File: src/rtl/mul_pipe_ctrl_pkg.sv
// Shared multiply-op encodings and result FIFO sizing for the EX-stage multiply path.
package mul_pipe_ctrl_pkg;

  typedef enum logic [1:0] {
    OpMulW   = 2'b00,
    OpMulhW  = 2'b01,
    OpMulhWu = 2'b10
  } mul_op_e;

  localparam int unsigned ResFifoDepth = 3;
  localparam int unsigned ResCntW      = 2;

  typedef logic [ResCntW-1:0] res_ptr_t;

  // Encoding 2'b11 is not a legal op and falls through as MUL_W.
  function automatic logic op_is_signed(logic [1:0] op);
    return op != OpMulhWu;
  endfunction

  function automatic logic op_sel_high(logic [1:0] op);
    return (op == OpMulhW) || (op == OpMulhWu);
  endfunction

  function automatic res_ptr_t res_ptr_inc(res_ptr_t ptr);
    return (ptr == res_ptr_t'(ResFifoDepth - 1)) ? '0 : ptr + res_ptr_t'(1);
  endfunction

endpackage

File: src/rtl/mul_pipe_ctrl_if.sv
// Request/response handshake bundle between the EX stage and the multiply controller.
interface mul_pipe_ctrl_if #(
    parameter int unsigned TAG_W = 5
) ();

    logic             in_valid;
    logic             in_ready;
    logic [1:0]       in_op;
    logic [31:0]      in_a;
    logic [31:0]      in_b;
    logic [TAG_W-1:0] in_tag;
    logic             out_valid;
    logic             out_ready;
    logic [31:0]      out_data;
    logic [TAG_W-1:0] out_tag;

    modport master (
        output in_valid, in_op, in_a, in_b, in_tag, out_ready,
        input  in_ready, out_valid, out_data, out_tag
    );

    modport slave (
        input  in_valid, in_op, in_a, in_b, in_tag, out_ready,
        output in_ready, out_valid, out_data, out_tag
    );

endinterface

File: src/rtl/mul_res_fifo.sv
// Three-entry result FIFO holding selected product halves and their tags.
module mul_res_fifo
    import mul_pipe_ctrl_pkg::*;
#(
    parameter int unsigned DataW = 32,
    parameter int unsigned TagW  = 5
) (
    input  logic               clk,
    input  logic               rst,
    input  logic               flush,
    input  logic               wr_en,
    input  logic [DataW-1:0]   wr_data,
    input  logic [TagW-1:0]    wr_tag,
    input  logic               rd_en,
    output logic               out_valid,
    output logic [DataW-1:0]   rd_data,
    output logic [TagW-1:0]    rd_tag,
    output logic [ResCntW-1:0] count
);

    logic [DataW-1:0]   data_mem [ResFifoDepth];
    logic [TagW-1:0]    tag_mem  [ResFifoDepth];
    res_ptr_t           wr_ptr_q, rd_ptr_q;
    logic [ResCntW-1:0] count_q, count_d;
    logic               deq;

    assign out_valid = (count_q != '0);
    assign deq       = rd_en && out_valid;
    assign count     = count_q;
    assign rd_data   = out_valid ? data_mem[rd_ptr_q] : '0;
    assign rd_tag    = out_valid ? tag_mem[rd_ptr_q]  : '0;

    always_comb begin
        count_d = count_q;
        if (wr_en && !deq) begin
            count_d = count_q + ResCntW'(1);
        end else if (!wr_en && deq) begin
            count_d = count_q - ResCntW'(1);
        end
    end

    // Flush drops everything, including a dequeue or write landing in the same cycle.
    always_ff @(posedge clk) begin
        if (rst || flush) begin
            wr_ptr_q <= '0;
            rd_ptr_q <= '0;
            count_q  <= '0;
        end else begin
            if (wr_en) wr_ptr_q <= res_ptr_inc(wr_ptr_q);
            if (deq)   rd_ptr_q <= res_ptr_inc(rd_ptr_q);
            count_q <= count_d;
        end
    end

    always_ff @(posedge clk) begin
        if (wr_en) begin
            data_mem[wr_ptr_q] <= wr_data;
            tag_mem[wr_ptr_q]  <= wr_tag;
        end
    end

    no_overflow: assert property (@(posedge clk) disable iff (rst)
        !(wr_en && (count_q == ResCntW'(ResFifoDepth))));

endmodule

File: src/rtl/mul_pipe_ctrl.sv
// Issue/retire control around an external 1-cycle multiplier with a buffered result path.
module mul_pipe_ctrl
    import mul_pipe_ctrl_pkg::*;
#(
    parameter int unsigned TAG_W = 5
) (
    input  logic           mul_clk,
    input  logic           reset,
    mul_pipe_ctrl_if.slave bus,
    input  logic           flush,
    output logic [31:0]    mul_a,
    output logic [31:0]    mul_b,
    output logic           mul_signed,
    input  logic [63:0]    mul_result,
    output logic           busy
);

    logic               s1_valid_q;
    logic [1:0]         s1_op_q;
    logic [TAG_W-1:0]   s1_tag_q;
    logic               accept;
    logic [ResCntW-1:0] fifo_count;
    logic [31:0]        res_half;

    assign mul_a      = bus.in_a;
    assign mul_b      = bus.in_b;
    assign mul_signed = op_is_signed(bus.in_op);

    // Reserve a FIFO slot for the op in s1 so a stalled sink can never overflow the buffer.
    assign bus.in_ready = ({1'b0, fifo_count} + {2'b00, s1_valid_q}) <= 3'd2;
    assign accept       = bus.in_valid && bus.in_ready && !flush;

    always_ff @(posedge mul_clk) begin
        if (reset || flush) begin
            s1_valid_q <= 1'b0;
        end else begin
            s1_valid_q <= accept;
        end
    end

    always_ff @(posedge mul_clk) begin
        if (accept) begin
            s1_op_q  <= bus.in_op;
            s1_tag_q <= bus.in_tag;
        end
    end

    assign res_half = op_sel_high(s1_op_q) ? mul_result[63:32] : mul_result[31:0];

    mul_res_fifo #(
        .DataW(32),
        .TagW (TAG_W)
    ) u_fifo (
        .clk      (mul_clk),
        .rst      (reset),
        .flush    (flush),
        .wr_en    (s1_valid_q),
        .wr_data  (res_half),
        .wr_tag   (s1_tag_q),
        .rd_en    (bus.out_ready),
        .out_valid(bus.out_valid),
        .rd_data  (bus.out_data),
        .rd_tag   (bus.out_tag),
        .count    (fifo_count)
    );

    assign busy = s1_valid_q || (fifo_count != '0);

endmodule

File: src/flat_wrapper.sv
// flat-port wrapper written by rule: the top's interface ports become plain ports
module mul_pipe_ctrl_flat import mul_pipe_ctrl_pkg::*;
#(
    parameter int unsigned TAG_W = 5
)
  (mul_clk, reset, flush, mul_a, mul_b, mul_signed, mul_result, busy, bus_in_valid, bus_in_op, bus_in_a, bus_in_b, bus_in_tag, bus_out_ready, bus_in_ready, bus_out_valid, bus_out_data, bus_out_tag);
  mul_pipe_ctrl_if #(.TAG_W(TAG_W)) bus_i ();
  input  logic mul_clk;
  input  logic reset;
  input  logic flush;
  output logic [31:0] mul_a;
  output logic [31:0] mul_b;
  output logic mul_signed;
  input  logic [63:0] mul_result;
  output logic busy;
  input wire logic [$bits(bus_i.in_valid)-1:0] bus_in_valid;
  input wire logic [$bits(bus_i.in_op)-1:0] bus_in_op;
  input wire logic [$bits(bus_i.in_a)-1:0] bus_in_a;
  input wire logic [$bits(bus_i.in_b)-1:0] bus_in_b;
  input wire logic [$bits(bus_i.in_tag)-1:0] bus_in_tag;
  input wire logic [$bits(bus_i.out_ready)-1:0] bus_out_ready;
  output wire logic [$bits(bus_i.in_ready)-1:0] bus_in_ready;
  output wire logic [$bits(bus_i.out_valid)-1:0] bus_out_valid;
  output wire logic [$bits(bus_i.out_data)-1:0] bus_out_data;
  output wire logic [$bits(bus_i.out_tag)-1:0] bus_out_tag;
  assign bus_i.in_valid = bus_in_valid;
  assign bus_i.in_op = bus_in_op;
  assign bus_i.in_a = bus_in_a;
  assign bus_i.in_b = bus_in_b;
  assign bus_i.in_tag = bus_in_tag;
  assign bus_i.out_ready = bus_out_ready;
  assign bus_in_ready = bus_i.in_ready;
  assign bus_out_valid = bus_i.out_valid;
  assign bus_out_data = bus_i.out_data;
  assign bus_out_tag = bus_i.out_tag;
  mul_pipe_ctrl #(.TAG_W(TAG_W)) u_core (.mul_clk(mul_clk), .reset(reset), .bus(bus_i), .flush(flush), .mul_a(mul_a), .mul_b(mul_b), .mul_signed(mul_signed), .mul_result(mul_result), .busy(busy));
endmodule
File: config.mk
export PLATFORM = sky130hd
export DESIGN_NAME = mul_pipe_ctrl_flat
export DESIGN_NICKNAME = d
export VERILOG_FILES = /design/src/rtl/mul_pipe_ctrl_pkg.sv /design/src/rtl/mul_pipe_ctrl_if.sv /design/src/rtl/mul_res_fifo.sv /design/src/rtl/mul_pipe_ctrl.sv /design/src/flat_wrapper.sv
export SDC_FILE = /design/constraint.sdc
export NUM_CORES = 1
export LEC_CHECK = 0
export ABC_AREA = 1
export BUFFER_PORTS_ARGS = -buffer_cell sky130_fd_sc_hd__buf_2
export CAP_MARGIN = 20
export CORE_UTILIZATION = 30
export DETAILED_ROUTE_END_ITERATION = 16
export HOLD_SLACK_MARGIN = 0.1
export PLACE_DENSITY_LB_ADDON = 0.12
export SETUP_SLACK_MARGIN = 0.15
export SYNTH_ARGS = -nofsm -noshare
export SYNTH_HDL_FRONTEND = slang
export SYNTH_HIERARCHICAL = 1
export SYNTH_SLANG_ARGS = --single-unit
File: constraint.sdc
create_clock -name mul_clk -period 4.43 [get_ports mul_clk]
set_input_delay 0.886 -clock mul_clk [delete_from_list [all_inputs] [get_ports mul_clk]]
set_output_delay 0.886 -clock mul_clk [all_outputs]
set_load 0.005 [all_outputs]
==> impl_metrics.env <==
export IMPL_yosys_top_cells_count="inv_1 (133), edfxtp_1 (118), nand2_1 (113), buf_4 (64), o21ai_0 (63)"
export IMPL_startpoint_type="flip-flop"
export IMPL_grt_max_degree=54
export IMPL_grt_pass1_wl_mm=22.3
export IMPL_max_clock_path_buffers=2
export IMPL_synthDistinctLibCells=21
export IMPL_synth_async_sr_flop_share=0
export IMPL_hpwl_mm=9.51
export IMPL_hold_viol_final=0
export IMPL_maxSlewViolCount=0
export IMPL_syn_inst=641
export IMPL_routed_wl_mm=14.4
export IMPL_hold_ws_ns=0.475
export IMPL_place_gp_congestion=0.701
export IMPL_grt_overflow=0
export IMPL_post_cts_buffers=0
export IMPL_cap_viol_max_count=0
export IMPL_cts_repair_resized=0
export IMPL_viasPerCell=4.33
export IMPL_period_needed_ns=3.14
export IMPL_powerDensity_nw_per_um2=396
export IMPL_fill_cells=2060
export IMPL_r2r_start="u_core/s1_op_q[1]$_DFFE_PP_"
export IMPL_totalNegativeSetupSlack_ns=0
export IMPL_synth_net_count=785
export IMPL_antenna_left=0
export IMPL_seqCellArea_sq_um=3730
export IMPL_worst_pin_slew_ns=1.00
export IMPL_cp_arrival_ns=2.25
export IMPL_synth_avg_cell_area_sq_um=9.68
export IMPL_fin_crit_sh=0.708
export IMPL_drive_above_1_share=0.217
export IMPL_synth_area_top_cells="edfxtp_1 (57%), inv_1 (8.0%), buf_4 (7.7%), nand2_1 (6.8%), o21ai_0 (5.1%)"
export IMPL_design_area_sq_um=7080
export IMPL_die_x_microns=146
export IMPL_first_pass_iters=4
export IMPL_cp_end_kind="primary output"
export IMPL_worstSkewPairLatency_ns=0.41
export IMPL_dpl_instance_area_sq_um=6550
export IMPL_antenna_found_initial=0
export IMPL_avgRoutedWirePerCell_microns=14.8
export IMPL_synth_edff_count=118
export IMPL_ys_seq_elements=127
export IMPL_maxSlewHeadroom=0.331
export IMPL_yosys_cell_count_top_type="inv_1"
export IMPL_nets=833
export IMPL_start_util=0.307
export IMPL_clock_sinks=127
export IMPL_hp_class="reg2reg"
export IMPL_diodes=0
export IMPL_fp_dieH_microns=146
export IMPL_synthesis_area_sq_um=6200
export IMPL_fmax_ghz=0.319
export IMPL_clk_pin_slew_worst_paths_ns=0.05
export IMPL_grt_pass1_vias=4195
export IMPL_io_pins=245
export IMPL_critPathKind="reg2out"
export IMPL_die_area_sq_um=21300
export IMPL_grt_usage=0.140
export IMPL_core_sq_um=20200
export IMPL_synth_top_area_frac=0.571
export IMPL_ctsHoldBuffers=0
export IMPL_drt_iter0_markers=194
export IMPL_yosysTopAreaCell="edfxtp_1"
export IMPL_worstPathMaxFanout=53
export IMPL_p_leak_nw=3.37
export IMPL_min_from="u_core/s1_tag_q[1]$_DFFE_PP_"
export IMPL_tritoncts="yes"
export IMPL_irDropWorstVdd_uv=258
export IMPL_vias=4213
export IMPL_status="finished, final reports clean"
export IMPL_setup_viol=0
export IMPL_cp_required_ns=3.54
export IMPL_cts_root_buf="clkbuf_16"
export IMPL_cts_htree_levels=4
export IMPL_ys_warnings_count=6
export IMPL_area_delta_synth_final_pct=14.2
export IMPL_numCtsBuffers=17
export IMPL_io_buffers=116
export IMPL_multi_input_area_sq_um=1330
export IMPL_rsz0062_at_grt="no"
export IMPL_ys_seq_area_frac=0.600
export IMPL_fin_skew_ns=0.00613
export IMPL_drc=0
export IMPL_ys_flop_type="edfxtp_1"
export IMPL_num_rows=52
[per-stage QoR]
stage / setup WS, ns / total power, mW / instances / util
finish: 1.29 / 2.81 / 972 / 0.350
global route: 1.13 / 2.92 / 972 / 0.350
CTS: 1.22 / 2.84 / 972 / 0.350
detailed placement: 1.67 / 1.57 / 940 / 0.324
global placement: 1.71 / 1.56 / 939 / 0.322
floorplan: 0.944 / 1.53 / 641 / -
[flip-flops by register name (all words and copies together) (netlist names), named ones only]
| signal | count |
|---|---|
| u_core/u_fifo/tag_mem | 15 |
| u_core/u_fifo/rd_ptr_q | 2 |
| u_core/u_fifo/data_mem | 96 |
| u_core/s1_op_q | 2 |
| u_core/u_fifo/wr_ptr_q | 2 |
| u_core/u_fifo/count | 2 |
| u_core/s1_tag_q | 5 |
| u_core/s1_valid_q | 1 |
[critical path: stages (launching register included)]
cell	delay (ns)
dfxtp_2	0.92
buf_4	0.39
o21ai_0	0.12
o21ai_0	0.21
inv_1	0.06
buf_2	0.12
[placed cells by master (no fill, tap or decap)]
| cell type | n |
|---|---|
| dfxtp_1 | 7 |
| buf_4 | 6 |
| nand2_1 | 113 |
| nor3_2 | 1 |
| clkinv_2 | 2 |
| ha_1 | 4 |
| nor2_4 | 1 |
| nand3_1 | 35 |
| dfxtp_2 | 2 |
| edfxtp_1 | 118 |
| nor2_1 | 12 |
| nand4_1 | 1 |
| inv_2 | 2 |
| clkbuf_16 | 17 |
| o21ai_0 | 63 |
| o21ai_1 | 14 |
| nor2_2 | 1 |
| or2_1 | 1 |
| clkbuf_1 | 3 |
| buf_2 | 116 |
| bufinv_16 | 2 |
| clkinv_1 | 8 |
| nand2_4 | 1 |
| buf_16 | 1 |
| a21oi_1 | 40 |
| inv_1 | 131 |
[path summary, 6_finish.rpt]
path,to,slack [ns],cells after the start
worst min-delay path,u_core/u_fifo/tag_mem[2][1]$_DFFE_PP_,0.47,0
worst max register to register,u_core/u_fifo/data_mem[1][0]$_DFFE_PP_,2.33,5
worst min register to register,u_core/u_fifo/tag_mem[2][1]$_DFFE_PP_,0.47,0
worst max-delay path,bus_out_data[4],1.29,5
[report_power, final]
group	switching, mW	internal (mW)
Clock	0.461	0.808
Combinational	0.113	0.0724
Sequential	0.0118	1.34
Total	0.586	2.22
[final cells by class]
class	count	share of cell area
multi-input combinational	287	0.188
inverter	133	0.0705
tap	270	0.0477
clock buffer	20	0.0616
timing repair buffer	123	0.0922
sequential	127	0.526
clock inverter	12	0.0141
[routing by layer]
layer	global-route usage	vias up	wire length, microns
li1	-	2093	-
met1	0.156	1946	5900
met2	0.243	109	7230
met3	0.0317	65	686
met4	0.0858	0	603
met5	0	-	0
[cells by family after synthesis]
logic type	after synthesis	synth area share
buf+inv	227	0.187
simple gates	166	0.111
flops	127	0.600
compound gates	117	0.0944
fa+ha+maj	4	0.00807
(Power assumes the default switching activity.)
